`config.mk`:
```
export PLATFORM = sky130hd
export DESIGN_NAME = pio_in_edge_irq_flat
export DESIGN_NICKNAME = d
export VERILOG_FILES = /design/src/rtl/pio_in_edge_irq_pkg.sv /design/src/rtl/pio_in_edge_irq_if.sv /design/src/rtl/pio_in_edge_irq_debounce.sv /design/src/rtl/pio_in_edge_irq.sv /design/src/flat_wrapper.sv
export SDC_FILE = /design/constraint.sdc
export NUM_CORES = 1
export LEC_CHECK = 0
export BUFFER_PORTS_ARGS = -buffer_cell sky130_fd_sc_hd__buf_2
export CORE_ASPECT_RATIO = 2
export CORE_UTILIZATION = 43
export DETAILED_ROUTE_END_ITERATION = 12
export PLACE_DENSITY_LB_ADDON = 0.05
export SYNTH_ARGS = -nofsm -noshare
export SYNTH_HDL_FRONTEND = slang
export SYNTH_SLANG_ARGS = --single-unit
```
`constraint.sdc`:
```
create_clock -name clk -period 1.8 [get_ports clk]
set_input_delay 0.45 -clock clk [delete_from_list [all_inputs] [get_ports clk]]
set_output_delay 0.45 -clock clk [all_outputs]
set_load 0.02 [all_outputs]
```
`src/rtl/pio_in_edge_irq_pkg.sv`:
```
// rtl/pio_in_edge_irq_pkg.sv - shared constants and helpers for the PIO edge-capture input port
//
// Purpose: register addresses, edge-type encodings, parameter limits and the
// per-bit edge classifier used by pio_in_edge_irq.
// Ports: none (package).
package pio_pkg;

  // Word addresses on the 4-word slave window
  localparam logic [1:0] ADDR_DATA    = 2'd0;
  localparam logic [1:0] ADDR_RSVD    = 2'd1;
  localparam logic [1:0] ADDR_MASK    = 2'd2;
  localparam logic [1:0] ADDR_CAPTURE = 2'd3;

  // EDGE_TYPE parameter encodings
  localparam int EDGE_RISING  = 0;
  localparam int EDGE_FALLING = 1;
  localparam int EDGE_ANY     = 2;

  // Parameter limits
  localparam int MAX_WIDTH    = 32;
  localparam int MAX_DEBOUNCE = 65535;

  // Debounce counter width, sized to count up to MAX_DEBOUNCE-1
  localparam int DEB_CNT_W = 16;

  // Classify one bit's transition from previous (p) to current (f) value
  function automatic logic edge_bit(input logic f, input logic p, input int sel);
    logic hit;
    case (sel)
      EDGE_FALLING: hit = ~f & p;
      EDGE_ANY:     hit = f ^ p;
      default:      hit = f & ~p;
    endcase
    return hit;
  endfunction

endpackage

```
`src/rtl/pio_in_edge_irq_if.sv`:
```
// rtl/pio_in_edge_irq_if.sv - Avalon-MM slave bus bundle for the PIO edge-capture port
//
// Purpose: groups the word-addressed register bus of pio_in_edge_irq.
// Signals:
//   address    [1:0]  word address
//   chipselect        slave select
//   write_n           active-low write strobe
//   writedata  [31:0] write data
//   readdata   [31:0] registered read data (driven by the slave)
interface pio_avmm_if;
  logic [1:0]  address;
  logic        chipselect;
  logic        write_n;
  logic [31:0] writedata;
  logic [31:0] readdata;

  modport master (
    output address, chipselect, write_n, writedata,
    input  readdata
  );

  modport slave (
    input  address, chipselect, write_n, writedata,
    output readdata
  );
endinterface

```
`src/rtl/pio_in_edge_irq_debounce.sv`:
```
// rtl/pio_in_edge_irq_debounce.sv - single-bit debounce filter
//
// Purpose: the filtered output follows the raw synchronised input only after
// DEBOUNCE consecutive samples that differ from the current filtered value.
// Ports:
//   clk      in   system clock
//   reset_n  in   asynchronous active-low reset
//   raw_i    in   synchronised input bit
//   filt_o   out  filtered bit
module pio_debounce
  import pio_pkg::*;
#(
  parameter int DEBOUNCE = 4
) (
  input  logic clk,
  input  logic reset_n,
  input  logic raw_i,
  output logic filt_o
);

  logic                 filt_q, filt_d;
  logic [DEB_CNT_W-1:0] cnt_q, cnt_d;

  always_comb begin
    filt_d = filt_q;
    cnt_d  = cnt_q;
    if (raw_i == filt_q) begin
      cnt_d = '0;
    end else if (cnt_q == DEB_CNT_W'(DEBOUNCE - 1)) begin
      // This is the DEBOUNCE-th differing sample in a row
      filt_d = raw_i;
      cnt_d  = '0;
    end else begin
      cnt_d = cnt_q + 1'b1;
    end
  end

  always_ff @(posedge clk or negedge reset_n) begin
    if (!reset_n) begin
      filt_q <= 1'b0;
      cnt_q  <= '0;
    end else begin
      filt_q <= filt_d;
      cnt_q  <= cnt_d;
    end
  end

  assign filt_o = filt_q;

endmodule

```
`src/rtl/pio_in_edge_irq.sv`:
```
// rtl/pio_in_edge_irq.sv - synchronised, debounced input port with edge capture and maskable irq
//
// Purpose: samples a WIDTH-bit asynchronous input bus, optionally debounces it,
// latches per-bit edges into EDGE_CAPTURE and raises a level irq for unmasked
// captured bits. Register map: 0 DATA (RO), 1 reserved, 2 IRQ_MASK, 3 EDGE_CAPTURE.
// Ports:
//   clk      in   system clock
//   reset_n  in   asynchronous active-low reset
//   bus      slave modport of pio_avmm_if (address/chipselect/write_n/writedata/readdata)
//   in_port  in   WIDTH asynchronous input pins
//   irq      out  level interrupt, active-high
module pio_in_edge_irq
  import pio_pkg::*;
#(
  parameter int WIDTH       = 8,
  parameter int EDGE_TYPE   = 0,
  parameter int SYNC_STAGES = 2,
  parameter int DEBOUNCE    = 0,
  parameter int BIT_CLEAR   = 1
) (
  input  logic             clk,
  input  logic             reset_n,
  pio_avmm_if.slave        bus,
  input  logic [WIDTH-1:0] in_port,
  output logic             irq
);

  logic [SYNC_STAGES-1:0][WIDTH-1:0] sync_q, sync_d;
  logic [WIDTH-1:0] raw;
  logic [WIDTH-1:0] filt;
  logic [WIDTH-1:0] prev_q, prev_d;
  logic [WIDTH-1:0] cap_q, cap_d;
  logic [WIDTH-1:0] mask_q, mask_d;
  logic [WIDTH-1:0] edge_hit;
  logic [WIDTH-1:0] clr;
  logic [31:0]      readdata_q, readdata_d;
  logic             wr_stb;

  // Synchroniser chain; stage 0 is the metastability-exposed flop
  always_comb begin
    sync_d[0] = in_port;
    for (int s = 1; s < SYNC_STAGES; s++) begin
      sync_d[s] = sync_q[s-1];
    end
  end

  assign raw = sync_q[SYNC_STAGES-1];

  generate
    if (DEBOUNCE == 0) begin : g_bypass
      assign filt = raw;
    end else begin : g_debounce
      for (genvar i = 0; i < WIDTH; i++) begin : g_bit
        pio_debounce #(
          .DEBOUNCE (DEBOUNCE)
        ) u_debounce (
          .clk     (clk),
          .reset_n (reset_n),
          .raw_i   (raw[i]),
          .filt_o  (filt[i])
        );
      end
    end
  endgenerate

  assign wr_stb = bus.chipselect & ~bus.write_n;

  always_comb begin
    prev_d = filt;

    for (int i = 0; i < WIDTH; i++) begin
      edge_hit[i] = edge_bit(filt[i], prev_q[i], EDGE_TYPE);
    end

    clr = '0;
    if (wr_stb && bus.address == ADDR_CAPTURE) begin
      clr = (BIT_CLEAR != 0) ? bus.writedata[WIDTH-1:0] : '1;
    end
    // Edge is ORed in after the clear so a coincident event is never lost
    cap_d = (cap_q & ~clr) | edge_hit;

    mask_d = mask_q;
    if (wr_stb && bus.address == ADDR_MASK) begin
      mask_d = bus.writedata[WIDTH-1:0];
    end

    // Read mux runs every cycle regardless of chipselect
    readdata_d = '0;
    case (bus.address)
      ADDR_DATA:    readdata_d = 32'(filt);
      ADDR_MASK:    readdata_d = 32'(mask_q);
      ADDR_CAPTURE: readdata_d = 32'(cap_q);
      default:      readdata_d = '0;
    endcase
  end

  always_ff @(posedge clk or negedge reset_n) begin
    if (!reset_n) begin
      sync_q     <= '0;
      prev_q     <= '0;
      cap_q      <= '0;
      mask_q     <= '0;
      readdata_q <= '0;
    end else begin
      sync_q     <= sync_d;
      prev_q     <= prev_d;
      cap_q      <= cap_d;
      mask_q     <= mask_d;
      readdata_q <= readdata_d;
    end
  end

  assign bus.readdata = readdata_q;

  // Driven only from flops, so in_port cannot glitch irq
  assign irq = |(cap_q & mask_q);

endmodule

```
`src/flat_wrapper.sv`:
```
// flat-port wrapper written by rule: the top's interface ports become plain ports
module pio_in_edge_irq_flat import pio_pkg::*;
#(
  parameter int WIDTH       = 8,
  parameter int EDGE_TYPE   = 0,
  parameter int SYNC_STAGES = 2,
  parameter int DEBOUNCE    = 0,
  parameter int BIT_CLEAR   = 1
)
  (clk, reset_n, in_port, irq, bus_address, bus_chipselect, bus_write_n, bus_writedata, bus_readdata);
  pio_avmm_if bus_i ();
  input  logic clk;
  input  logic reset_n;
  input  logic [WIDTH-1:0] in_port;
  output logic irq;
  input wire logic [$bits(bus_i.address)-1:0] bus_address;
  input wire logic [$bits(bus_i.chipselect)-1:0] bus_chipselect;
  input wire logic [$bits(bus_i.write_n)-1:0] bus_write_n;
  input wire logic [$bits(bus_i.writedata)-1:0] bus_writedata;
  output wire logic [$bits(bus_i.readdata)-1:0] bus_readdata;
  assign bus_i.address = bus_address;
  assign bus_i.chipselect = bus_chipselect;
  assign bus_i.write_n = bus_write_n;
  assign bus_i.writedata = bus_writedata;
  assign bus_readdata = bus_i.readdata;
  pio_in_edge_irq #(.WIDTH(WIDTH), .EDGE_TYPE(EDGE_TYPE), .SYNC_STAGES(SYNC_STAGES), .DEBOUNCE(DEBOUNCE), .BIT_CLEAR(BIT_CLEAR)) u_core (.clk(clk), .reset_n(reset_n), .bus(bus_i), .in_port(in_port), .irq(irq));
endmodule
```
After elaboration in Yosys (flattened, before gate mapping)

Index checks and enable logic that the tools add are counted.

Register bits after elaboration: 48
Bits of input ports: 46
Output and inout port bits: 33
Word-level logic and storage cells: 36

Equality and inequality tests: 2
Mux-type cells: 2
Bitwise operators: 22
Reduce and logical (&&, ||, !) cells: 4

Operators by type and width:

| operator                              | count |
|---|---|
| 8-bit one-hot mux with 3 select lines | 1 |
| 8-bit bitwise AND                     | 2 |
| 1-bit bitwise AND                     | 9 |
| 1-bit inverter                        | 9 |
| 8-bit two-way mux                     | 1 |
| 8-bit inverter                        | 1 |
| 8-bit OR                              | 1 |
| 8-bit OR reduction                    | 1 |
| 2-bit == test, second input constant  | 2 |
| 1-bit logical AND                     | 2 |
| 2-bit logical NOT                     | 1 |

Depth between registers and ports, before layout

Word-level depth: 7
Mapped depth: 4
Depth with buffers taken out: 2

Least setup slack after synthesis

OpenSTA, ideal clock, no wires.

Kind: input -> register
From: in bus_write_n
To: reg u_core.mask_q[0]
Setup time: 125 ps
Arrival: 1,148 ps
Required time: 1,675 ps
Slack: 526 ps
Stages: 3
Path buffers: 1
Cell sequence: and4bb_1 -> buf_6 -> mux2_4

Longest elaborated chain between the ends: 3

Ends and longest elaborated chain:

| what                 | RTL line               | RTL |
|---|---|---|
| from (decl)          | flat_wrapper.sv:18     | `input wire logic [$bits(bus_i.write_n)-1:0] bus_write_n;` |
| 1-bit inverter       | pio_in_edge_irq.sv:66  | `assign wr_stb = bus.chipselect & ~bus.write_n;` |
| 1-bit bitwise AND    | pio_in_edge_irq.sv:66  |  |
| 1-bit logical AND    | pio_in_edge_irq.sv:83  | `if (wr_stb && bus.address == ADDR_MASK) begin` |
| to (signal assigned) | pio_in_edge_irq.sv:108 | `mask_q <= mask_d;` |
| to (decl)            | pio_in_edge_irq.sv:33  | `logic [WIDTH-1:0] mask_q, mask_d;` |

No other way between the ends.
A chain may end at the register's enable or synchronous reset.

Worst setup path after layout

From: reg u_core.cap_q[3]
To: out irq

Longest elaborated chain between the ends: 2

Ends and longest elaborated chain:

| what                   | RTL line               | RTL |
|---|---|---|
| from (decl)            | pio_in_edge_irq.sv:32  | `logic [WIDTH-1:0] cap_q, cap_d;` |
| from (signal assigned) | pio_in_edge_irq.sv:107 | `cap_q <= cap_d;` |
| 8-bit bitwise AND      | pio_in_edge_irq.sv:116 | `assign irq = \|(cap_q & mask_q);` |
| 8-bit OR reduction     | pio_in_edge_irq.sv:116 |  |
| to (decl)              | flat_wrapper.sv:15     | `output logic irq;` |

No other way between the ends.

==> results.txt <==
----------------------------------------------------
[Floorplan]
  Full die area ... 4853 sq um
  Boundary Pins ... between 70 and 80
  Horizontal extent of the die ... 49.76 um
  Effective utilization at floorplan ... ~45%
  Std cell rows ... 34
  Die boundary height ... 97.53 um
  Core Area ... 4382 sq um

[Detailed routing]
  Overall via count from detail_route ... ~1100
  Routed length per instance ... 14.45 um
  First-pass detailed-route iteration total ... 4
  Final antenna-violating net count ... 0
  Routed vias/inst ... 4.629
  Number of violations reported at the end of detailed-routing iteration 0 ... 8
  DRC viols ... 0
  Routed WL ... 3.353 mm

[STA]
  Final worst slack ... 0.1252 ns
  Count of endpoints failing setup in the final report ... 0
  Hold Violations, Final ... 0
  Setup total negative slack ... 0 ns
  Max Freq ... roughly 0.6 GHz
  Final worst-path cycle share ... 93.04%
  Worst setup skew after layout ... 0.002280 ns
  Period minus WS final ... 1.675 ns
  Unrepaired setup endpoints after global routing ... false
  Final Max Slew Viols ... 0

[Critical path]
  Largest stage delay on the critical path ... 0.42 ns
  Crit path max-delay family ... flip-flops
  Critical path startpoint category ... flop
  Endpoint type of the worst setup path ... primary output
  Cell depth of the worst setup path ... 3
  Worst path bufs/invs ... 1
  Maximum fanout along the worst path ... 4
  CP Data Required Time ... 1.35 ns
  Slowest library cell on the worst path ... sky130_fd_sc_hd__dfrtp_1
  Flop2flop setup slack ... 0.79 ns
  CP Class ... reg2out
  Worst R2R Path Depth ... 2
  Capturing point of the worst reg2reg path ... u_core.bus.readdata[5]$_DFF_PN0_
  Worst flop-to-flop path startpoint ... u_core.cap_q[5]$_DFF_PN0_
  Data arrival at the endpoint of the critical path ... 1.22 ns
  Crit path launch ... u_core.cap_q[3]$_DFF_PN0_
  Ordered cell list for the critical path ... a22oi_1, nand4_1, buf_2
  Capturing element of the worst setup path ... irq

[Pwr]
  Switch Pwr ... approximately 0.54 mW
  Gate power share ... between 10% and 20%
  Maximum VDD drop ... just under 700 uV
  Power share of the clock group ... between 20% and 30%
  Reg power frac ... about 56%
  Pint ... 1.634 mW
  Static power due to leakage ... approximately 1.1 nW
  Power Density ... 999.3 nW/um^2
  Switch share ... 24.89%

[Placement]
  Number of placed cells counting well taps ... 224
  Quantity of I/O buffers inserted on ports ... 30
  Pre-CTS setup slack ... about 0.25 ns
  Instance area at placement ... ~2100 sq um
  Global placement routability congestion ... about 0.76
  Final HPWL from detailed placement ... 2.487 mm

[Synthesis]
  Post-Synthesis Mean Instance Area ... 13.91 sq um
  Distinct cells, synth ... 16
  FF+latch count, synth ... 48
  Sequential element share of the synthesized area ... 61.22%
  Gate Count Post-Synth ... approximately 140
  Mapped cell area ... a little under 2000 sq um
  Warning count from the yosys run ... 0

[Global routing]
  All-Layer GR Usage ... 15.55%
  Congestion Overflow GR ... 0
  Vias in the first global route ... 1196
  First-pass GRT wire length ... 5.720 mm
  Antenna violations before repair ... 0
  Pin count of the biggest net entering global routing ... 30

[Final layout]
  Synthesis-to-finish area growth ... 10.97%
  Leading cell types in the layout, fill and taps excluded ... sky130_fd_sc_hd__dfrtp_1 (48), sky130_fd_sc_hd__buf_2 (30), sky130_fd_sc_hd__conb_1 (24)
  Non-filler instance count after layout ... roughly 230
  Final std cell area, no fill ... around 2200 sq um
  Most frequent standard cell in the layout excluding fill and tap cells ... sky130_fd_sc_hd__dfrtp_1
  Inserted Diodes ... 0
  Post-layout net count ... roughly 220
  Ratio of cells with drive above 1 in the final layout ... between 30% and 40%
  Final core utilization ... 49.69%

[Clock network]
  H-tree level count ... 2
  Resized Gates After CTS ... 0
  Number of buffers inserted for hold repair after clock tree synthesis ... 0
  CTS tree ... done
  Inserted Clock Buffers ... 5
  Clock insertion delay at the later pin of the skew report ... roughly 0.28 ns
  Clock input transition at the sequential cells of the worst setup and hold paths ... 0.08 ns
  Clk sinks ... 48
  Clock tree buffer depth ... 2
  # Post-CTS Setup Buffers ... 0
  Clock Tree Root ... sky130_fd_sc_hd__clkbuf_8

[Run status]
  Status ... finished clean

[Run]
  Max Cap Violations ... 0

[Hold path]
  Hold Crit Class ... in2async

----------------------------------------------------
==> cells by family (layout without fill, tap and decap cells) <==
family                 count (synthesis)  after routing  synth area share, %
AOI/OAI and AO/OA                     20             20                8.992
buffers and inverters                 44             58                14.35
DFF                                   48             48                61.22
muxes                                 16             16                10.91
other                                  1             24               0.1911
and+or+nand+nor                       12             12                4.337
==> sequential cells by signal (all words and copies together) (netlist names) <==
| register | flops |
|---|---|
| u_core.sync_d | 8 |
| u_core.cap_q | 8 |
| u_core.filt | 8 |
| u_core.bus.readdata | 8 |
| u_core.prev_q | 8 |
| u_core.mask_q | 8 |
==> power groups by stage <==
stage | sequential (mW) | combinational [mW] | clock (mW)
after floorplan | 1.26 | 0.241 | 0
after global placement | 1.24 | 0.317 | 0
after detailed placement | 1.24 | 0.325 | 0
after CTS | 1.22 | 0.327 | 0.657
after global routing | 1.24 | 0.350 | 0.711
final | 1.22 | 0.321 | 0.633
==> cells in the mapped netlist <==
| library cell | instances | area [sq um] |
|---|---|---|
| sky130_fd_sc_hd__nor2_2 | 1 | 6.260 |
| sky130_fd_sc_hd__buf_4 | 25 | 187.7 |
| sky130_fd_sc_hd__and4b_1 | 1 | 10.01 |
| sky130_fd_sc_hd__buf_6 | 3 | 33.78 |
| sky130_fd_sc_hd__mux2_2 | 7 | 78.83 |
| sky130_fd_sc_hd__o221ai_2 | 1 | 15.01 |
| sky130_fd_sc_hd__and4bb_1 | 1 | 12.51 |
| sky130_fd_sc_hd__inv_1 | 16 | 60.06 |
| sky130_fd_sc_hd__nand2b_1 | 8 | 50.05 |
| sky130_fd_sc_hd__conb_1 | 1 | 3.750 |
| sky130_fd_sc_hd__mux2_4 | 9 | 135.1 |
| sky130_fd_sc_hd__a22o_1 | 8 | 70.07 |
| sky130_fd_sc_hd__o221ai_1 | 7 | 61.31 |
| sky130_fd_sc_hd__a22oi_1 | 4 | 30.03 |
| sky130_fd_sc_hd__dfrtp_1 | 48 | 1201 |
| sky130_fd_sc_hd__nand4_1 | 1 | 6.260 |
==> routing by layer <==
layer	wire length [um]	global-route usage [%]
met1	1240	17.27
met2	1948	27.96
met3	122	3.130
met4	42	5.934
met5	0	0
==> how the worst min path moves through the flow <==
stage | start | endpoint | slack (ns) | cells past startpoint
floorplan | reset_n | u_core.bus.readdata[0]$_DFF_PN0_ | 0.15 | 0
global placement | u_core.sync_d[12]$_DFF_PN0_ | u_core.filt[4]$_DFF_PN0_ | 0.34 | 0
detailed placement | u_core.sync_d[12]$_DFF_PN0_ | u_core.filt[4]$_DFF_PN0_ | 0.34 | 0
CTS | reset_n | u_core.filt[7]$_DFF_PN0_ | 0.12 | 1
global route | reset_n | u_core.sync_d[10]$_DFF_PN0_ | 0.13 | 1
finish | reset_n | u_core.bus.readdata[7]$_DFF_PN0_ | 0.11 | 1
==> worst register-to-register path, delay by kind of cell, from the launching register on <==
| family | cells | cell delay [ns] |
|---|---|---|
| mux | 1 | 0.26 |
| flops | 1 | 0.41 |
| compound gates | 1 | 0.23 |
==> stage by stage <==
step | hold WS [ns] | total power [mW]
floorplan | 0.1544 | 1.497
global placement | 0.3350 | 1.556
detailed placement | 0.3381 | 1.569
CTS | 0.1207 | 2.207
global route | 0.1345 | 2.296
finish | 0.1113 | 2.175
==> cell type report <==
class | count | area [sq um]
fillers | 409 | 2205
multi-input cells | 72 | 565.5
repair buffers | 34 | 192.7
well taps | 54 | 67.56
flip-flops and latches | 48 | 1201
clock buffers | 8 | 90.09
inverters | 16 | 60.06
(Power assumes the default switching activity.)
